### src/rtl/color_fsm_driver.sv
// Command driver for the Color FSM: walks it to a requested state one hop at a time
// and checks every hop against the FSM's colour output.
module color_fsm_driver #(
  parameter int CHECK_DELAY = 1
) (
  input  logic       clk,
  input  logic       rst_n,
  input  logic       req_valid,
  output logic       req_ready,
  input  logic [1:0] req_target,
  output logic [1:0] cmd_out,
  input  logic [1:0] color_in,
  input  logic       sync,
  output logic       busy,
  output logic       done,
  output logic       err,
  output logic [1:0] cur_state
);
  localparam int CW = (CHECK_DELAY < 2) ? 1 : $clog2(CHECK_DELAY + 1);
  localparam logic [1:0] BLUE    = 2'd0;
  localparam logic [1:0] RED     = 2'd1;
  localparam logic [1:0] ILLEGAL = 2'd3;
  localparam logic [1:0] NOP     = 2'h3;

  typedef enum logic [1:0] {IDLE, ISSUE, WAIT, ERR} state_t;

  state_t          state;
  logic [1:0]      target;
  logic [CW-1:0]   cnt;

  // Every route between Blue and HSV_idle passes through Red
  function automatic logic [1:0] hop_cmd(input logic [1:0] s, input logic [1:0] t);
    case (s)
      BLUE:    hop_cmd = 2'd1;
      RED:     hop_cmd = (t == BLUE) ? 2'd1 : 2'd2;
      default: hop_cmd = 2'd0;
    endcase
  endfunction

  function automatic logic [1:0] hop_dst(input logic [1:0] s, input logic [1:0] t);
    hop_dst = (s == RED) ? t : RED;
  endfunction

  // Red and HSV_idle share a code, so the shadow state stays authoritative
  function automatic logic [1:0] color_code(input logic [1:0] s);
    color_code = (s == BLUE) ? 2'h1 : 2'h2;
  endfunction

  assign req_ready = (state == IDLE) && !sync;

  always_ff @(posedge clk or negedge rst_n) begin
    if (!rst_n) begin
      state     <= IDLE;
      target    <= RED;
      cnt       <= '0;
      cmd_out   <= NOP;
      busy      <= 1'b0;
      done      <= 1'b0;
      err       <= 1'b0;
      cur_state <= RED;
    end else begin
      done    <= 1'b0;
      cmd_out <= NOP;
      if (sync) begin
        state     <= IDLE;
        cur_state <= RED;
        err       <= 1'b0;
        busy      <= 1'b0;
      end else begin
        case (state)
          IDLE: if (req_valid) begin
            target <= req_target;
            if (req_target == ILLEGAL) begin
              state <= ERR;
              err   <= 1'b1;
            end else if (req_target == cur_state) begin
              done <= 1'b1;
            end else begin
              state     <= ISSUE;
              busy      <= 1'b1;
              cmd_out   <= hop_cmd(cur_state, req_target);
              cur_state <= hop_dst(cur_state, req_target);
            end
          end
          ISSUE: begin
            state <= WAIT;
            cnt   <= CW'(CHECK_DELAY);
          end
          WAIT: if (cnt == CW'(1)) begin
            if (color_in != color_code(cur_state)) begin
              state <= ERR;
              err   <= 1'b1;
              busy  <= 1'b0;
            end else if (cur_state == target) begin
              state <= IDLE;
              busy  <= 1'b0;
              done  <= 1'b1;
            end else begin
              state     <= ISSUE;
              cmd_out   <= hop_cmd(cur_state, target);
              cur_state <= hop_dst(cur_state, target);
            end
          end else begin
            cnt <= cnt - CW'(1);
          end
          ERR: ;
        endcase
      end
    end
  end
endmodule

### config.mk
export PLATFORM = sky130hd
export DESIGN_NAME = color_fsm_driver
export DESIGN_NICKNAME = d
export VERILOG_FILES = /design/src/rtl/color_fsm_driver.sv
export SDC_FILE = /design/constraint.sdc
export NUM_CORES = 1
export LEC_CHECK = 0
export BUFFER_PORTS_ARGS = -buffer_cell sky130_fd_sc_hd__buf_2
export CAP_MARGIN = 10
export CORE_MARGIN = 2
export CORE_UTILIZATION = 54
export DETAILED_ROUTE_END_ITERATION = 8
export GPL_TIMING_DRIVEN = 1
export PLACE_DENSITY = 0.87
export SLEW_MARGIN = 10
export SYNTH_ARGS = -nofsm -noshare
export SYNTH_HDL_FRONTEND = slang
export SYNTH_SLANG_ARGS = --single-unit
### constraint.sdc
create_clock -name clk -period 2.45 [get_ports clk]
set_clock_uncertainty 0.1 [all_clocks]
set_input_delay 0.1225 -clock clk [delete_from_list [all_inputs] [get_ports clk]]
set_output_delay 0.1225 -clock clk [all_outputs]
set_load 0.005 [all_outputs]
==> impl_metrics.tcl, run 1 <==
set metrics [dict create \
    status "complete, no violations" \
    gp_congestion 0.889 \
    dpl_cell_area_um2 986 \
    cts_hold_repair.buffers 2 \
    drcViolationCount 0 \
    avgSynthCellArea_um2 8.71 \
    dieArea_um2 2040 \
    hold_class "in2reg" \
    slew_headroom_pct 55.0 \
    pin_count 16 \
    slew_violations 0 \
    coreArea_um2 1540 \
    viasPerCell 6.51 \
    pre_cts_slack_ns 0.270 \
    numCtsBuffers 3 \
    cts_tree "done" \
    fmax_mhz 444 \
    nFillCells 121 \
    fin_crit_sh_pct 92.0 \
    p_sw_mw 0.444 \
    diodes 0 \
    setup_slack_ns 0.196 \
    path_clk_slew_ns 0.08 \
    hold_start "req_target[1]" \
    rows 14 \
    cts_setup_buffers 0 \
    rr_worst_depth 6 \
    finalCoreUtilization_pct 67.6 \
    ant_nets 0 \
    routedWlPerCell_um 15.0 \
    synth_flop_cell "dfrtp_1" \
    grt_max_degree 13 \
    start_util_pct 59.3 \
    synth_nets 116 \
    port_buffers 15 \
    p_per_area_nw_per_um2 1010 \
    ys_ff_latch 12 \
    syn_area_um2 915 \
    worstSetupPathType "reg2reg" \
    fp.dieW_um 45.2 \
    synth-edff-count 0 \
    max-vdd-ir-drop_mv 0.680 \
    globalRouteOverflowTotal 0 \
    syn2layout_area_growth_pct 14.0 \
    worst_skew_pair.late_latency_ns 0.28 \
    h-tree-depth 1 \
    setup_viol 0 \
    fin_area_um2 1040 \
    end_kind "register" \
    pwr-share-comb_pct 49.2 \
    finalSetupTns_ns 0 \
    r2r_setup_slack_ns 0.20 \
    p_sw_share_pct 42.1 \
    holdWs_ns 0.0864 \
    clk_path_buf_depth 2 \
    start_kind "register" \
    r2r-start "state[0]" \
    rsz0062_at_grt "false" \
    r2r-end "cur_state[1]" \
    drive_gt1_share_pct 27.9 \
    layout_min_cycle_time_ns 2.25 \
    cts.sinks 12 \
    p_clk_share_pct 15.5 \
    intPower_mw 0.612 \
    grt_pass1_vias 792 \
    ys_warn_count 0 \
    stdcell_count 138 \
    dp_cells 132 \
    holdPathEnd "target[1]" \
    dr.pass1.iters 4 \
    grt_use_total_pct 23.9 \
    synthCells 105 \
    grt_pass1_wl_mm 3.40 \
    wl_mm 2.07 \
    cts_resized 0 \
    maxCapViolations 0 \
    worstPathArrival_ns 2.33 \
    p_total_mw 1.06 \
    cts_root_buf "clkbuf_4" \
    final_nets 134 \
    vias 898 \
    cp_max_fo 9 \
    seqPwrFrac_pct 35.3 \
    hold_viol 0 \
    cp.required_ns 2.53 \
    p_leak_nw 0.464 \
    hpwl_mm 1.52 \
    die_h_um 45.2 \
    hold_path_depth 2 \
    ys_seq_area_share_pct 33.4 \
    antenna_found_initial 0 \
    synth_cell_types 40 \
    async_flop_share_pct 100 \
    drtIter0Drc 23 \
    worst_slew_pin_slew_ns 0.667 \
]
[synthesized netlist by cell type (2+ instances only)]
cell,n,area [um2]
a211oi_2,2,25.0
and3_1,2,12.5
nand2_1,12,45.0
ha_1,3,37.5
inv_1,8,30.0
a32oi_1,2,17.5
dfrtp_1,8,200
nand2b_1,7,43.8
mux2i_1,2,20.0
xnor2_1,3,26.3
dfstp_2,4,105
nor2_1,8,30.0
a21oi_1,5,25.0
clkbuf_1,2,7.51
o21ai_0,8,40.0
a31oi_1,2,12.5
mux2_2,3,33.8
nor2b_1,2,12.5
[logic make-up after synthesis]
group           Yosys count  share of synthesized area [%]
simple gates             39                           24.1
compound gates           30                           23.0
mux                       5                           5.88
flops                    12                           33.4
xor+xnor                  3                           2.87
buf+inv                  13                           6.70
fa+ha+maj                 3                           4.10
[flip-flops by register name, summed over array words and instances, names as in the netlist]
signal and flops:
cmd_out 2, cur_state 2, state 2, target 2, busy 1, cnt 1, done 1, err 1
[layout by cell type, fill, tap and decap left out, types with 3 or more instances in the layout]
master | synthesis | routed
nand2b_1 | 7 | 7
inv_1 | 8 | 8
o21ai_0 | 8 | 8
xnor2_1 | 3 | 3
mux2_2 | 3 | 3
a21oi_1 | 5 | 5
nor2_1 | 8 | 8
clkbuf_4 | 0 | 3
nand2_1 | 12 | 12
ha_1 | 3 | 3
dfrtp_1 | 8 | 8
buf_2 | 1 | 15
dfstp_2 | 4 | 4
[how the worst max path moves through the flow]
stage          slack (ns)           end  cells after the start      from
2_1_floorplan        0.52  cur_state[1]                      7  state[0]
3_3_place_gp         0.39  cur_state[1]                      6  state[0]
3_5_place_dp         0.27  cur_state[1]                      6  state[0]
4_1_cts              0.23  cur_state[1]                      6  state[0]
5_1_grt              0.11  cur_state[1]                      6  state[0]
6_report             0.20  cur_state[1]                      6  state[0]
[cell type report]
type / instances / area [um2] / share of cell area [%]
timing repair buffer: 18 / 103 / 9.84
multi-input combinational: 80 / 548 / 52.6
tap: 16 / 20.0 / 1.92
inverter: 8 / 30.0 / 2.88
sequential: 12 / 305 / 29.3
clock buffer: 4 / 36.3 / 3.48
[worst max-delay path, cell delays in order (launching register included)]
cell and delay [ns]:
dfrtp_1 0.41, inv_1 0.10, ha_1 0.32, inv_1 0.12
o41ai_1 0.68, a21oi_1 0.13, a32o_1 0.29
[metal layers]
metal	wire length [um]	up-vias	GRT usage, %
li1	-	412	-
met1	833	423	29.3
met2	991	52	38.0
met3	161	11	5.20
met4	79	0	14.7
met5	0	-	0
[power groups by stage]
stage / registers [mW] / clock network, mW / logic (mW)
5_1_grt: 0.384 / 0.178 / 0.571
6_report: 0.373 / 0.164 / 0.520
4_1_cts: 0.369 / 0.163 / 0.517
2_1_floorplan: 0.340 / 0 / 0.418
3_5_place_dp: 0.370 / 0 / 0.509
3_3_place_gp: 0.367 / 0 / 0.485
Power figures use the tool's default switching activity.
==> run 2, diff against run 1 <==
RECOVER_POWER = 25   (was default)
==> run 2 against run 1 <==
Via count shrank 1.0%. Setup slack lost 0.0096 ns. Combinational power is essentially flat. Critical path depth is the same. Largest power group unchanged.
==> impl_metrics.tcl, run 2 (synthesis gave the netlist of run 1 again) <==
set metrics [dict create \
    grt_pass1_wl_mm 3.40 \
    cts_root_buf "clkbuf_4" \
    cts_tree "done" \
    cts.sinks 12 \
    p_leak_nw 0.461 \
    diodes 0 \
    final_nets 134 \
    finalCoreUtilization_pct 67.5 \
    rows 14 \
    drive_gt1_share_pct 27.0 \
    grt_use_total_pct 23.9 \
    holdWs_ns 0.0896 \
    dr.pass1.iters 4 \
    fmax_mhz 442 \
    worst_skew_pair.late_latency_ns 0.28 \
    coreArea_um2 1540 \
    h-tree-depth 1 \
    gp_congestion 0.889 \
    finalSetupTns_ns 0 \
    hold_class "in2reg" \
    pin_count 16 \
    fp.dieW_um 45.2 \
    hpwl_mm 1.52 \
    globalRouteOverflowTotal 0 \
    viasPerCell 6.44 \
    p_sw_share_pct 42.1 \
    start_kind "register" \
    setup_slack_ns 0.186 \
    pwr-share-comb_pct 49.3 \
    fin_crit_sh_pct 92.4 \
    cts_resized 0 \
    numCtsBuffers 3 \
    layout_commonest_cell "buf_2" \
    antenna_found_initial 0 \
    pre_cts_slack_ns 0.270 \
    die_h_um 45.2 \
    drtIter0Drc 23 \
    slew_headroom_pct 54.9 \
    max-vdd-ir-drop_mv 0.678 \
    ant_nets 0 \
    p_clk_share_pct 15.4 \
    start_util_pct 59.3 \
    end_kind "register" \
    maxCapViolations 0 \
    worstPathArrival_ns 2.34 \
    grt_pass1_vias 792 \
    worst_slew_pin_slew_ns 0.668 \
    status "complete, no violations" \
    worstSetupPathType "reg2reg" \
    port_buffers 15 \
    layout_common_cells "buf_2 (14), nand2_1 (12)" \
    path_clk_slew_ns 0.08 \
    dieArea_um2 2040 \
    p_total_mw 1.06 \
    seqPwrFrac_pct 35.3 \
    hold_viol 0 \
    cp.required_ns 2.53 \
    nFillCells 122 \
    vias 889 \
    routedWlPerCell_um 15.0 \
    intPower_mw 0.612 \
    syn2layout_area_growth_pct 13.8 \
    drcViolationCount 0 \
    p_per_area_nw_per_um2 1020 \
    p_sw_mw 0.445 \
    clk_path_buf_depth 2 \
    setup_viol 0 \
    layout_min_cycle_time_ns 2.26 \
    slew_violations 0 \
    rsz0062_at_grt "false" \
    cp_max_fo 9 \
    grt_max_degree 13 \
    wl_mm 2.07 \
]
run 2: power by group through the flow:
| stage | Clock, mW | Combinational, mW | Sequential (mW) |
|---|---|---|---|
| 6_report | 0.162 | 0.522 | 0.373 |
| 3_3_place_gp | 0 | 0.485 | 0.367 |
| 5_1_grt | 0.178 | 0.571 | 0.384 |
| 3_5_place_dp | 0 | 0.509 | 0.370 |
| 2_1_floorplan | 0 | 0.418 | 0.340 |
| 4_1_cts | 0.163 | 0.517 | 0.369 |
run 2: critical path, stage by stage, from the launching register on:
cell     delay, ns
dfrtp_1       0.42
inv_1         0.09
ha_1          0.32
inv_1         0.12
o41ai_1       0.68
a21oi_1       0.13
a32o_1        0.29
run 2: through the flow:
stage / cell area (um2) / std cells
floorplan: 915 / 105
global placement: 986 / 132
detailed placement: 986 / 132
CTS: 1040 / 138
global route: 1040 / 138
finish: 1040 / 138
run 2: path summary, 6_finish.rpt:
| kind | from | to | slack (ns) | depth (start not counted) |
|---|---|---|---|---|
| worst max-delay path | state[1] | cur_state[1] | 0.19 | 6 |
| worst min-delay path | req_valid | cmd_out[0] | 0.09 | 4 |
| worst max register to register | state[1] | cur_state[1] | 0.19 | 6 |
| worst min register to register | err | err | 0.42 | 2 |
| max in group asynchronous | rst_n | busy | 1.57 | 2 |
| min in group asynchronous | rst_n | cur_state[1] | 0.27 | 2 |
run 2: area by class of cell:
type | count | area, um2 | share of cell area (%)
Tap cell | 16 | 20.0 | 1.92
Inverter | 8 | 30.0 | 2.88
Multi-Input combinational cell | 80 | 548 | 52.6
Timing Repair Buffer | 18 | 101 | 9.74
Clock buffer | 4 | 36.3 | 3.49
Sequential cell | 12 | 305 | 29.3
run 2: routing by layer:
| layer | GRT usage (%) | share of wire, % | vias to the layer above |
|---|---|---|---|
| li1 | - | - | 412 |
| met4 | 14.7 | 4.1 | 0 |
| met1 | 29.3 | 41 | 411 |
| met3 | 5.20 | 7.3 | 15 |
| met5 | 0 | 0 | - |
| met2 | 38.0 | 47 | 51 |
run 2: what timing repair did:
item	4_1_cts	5_1_grt
hold buffers	2	0
buffers inserted	0	0
hold endpoints to repair	14	0
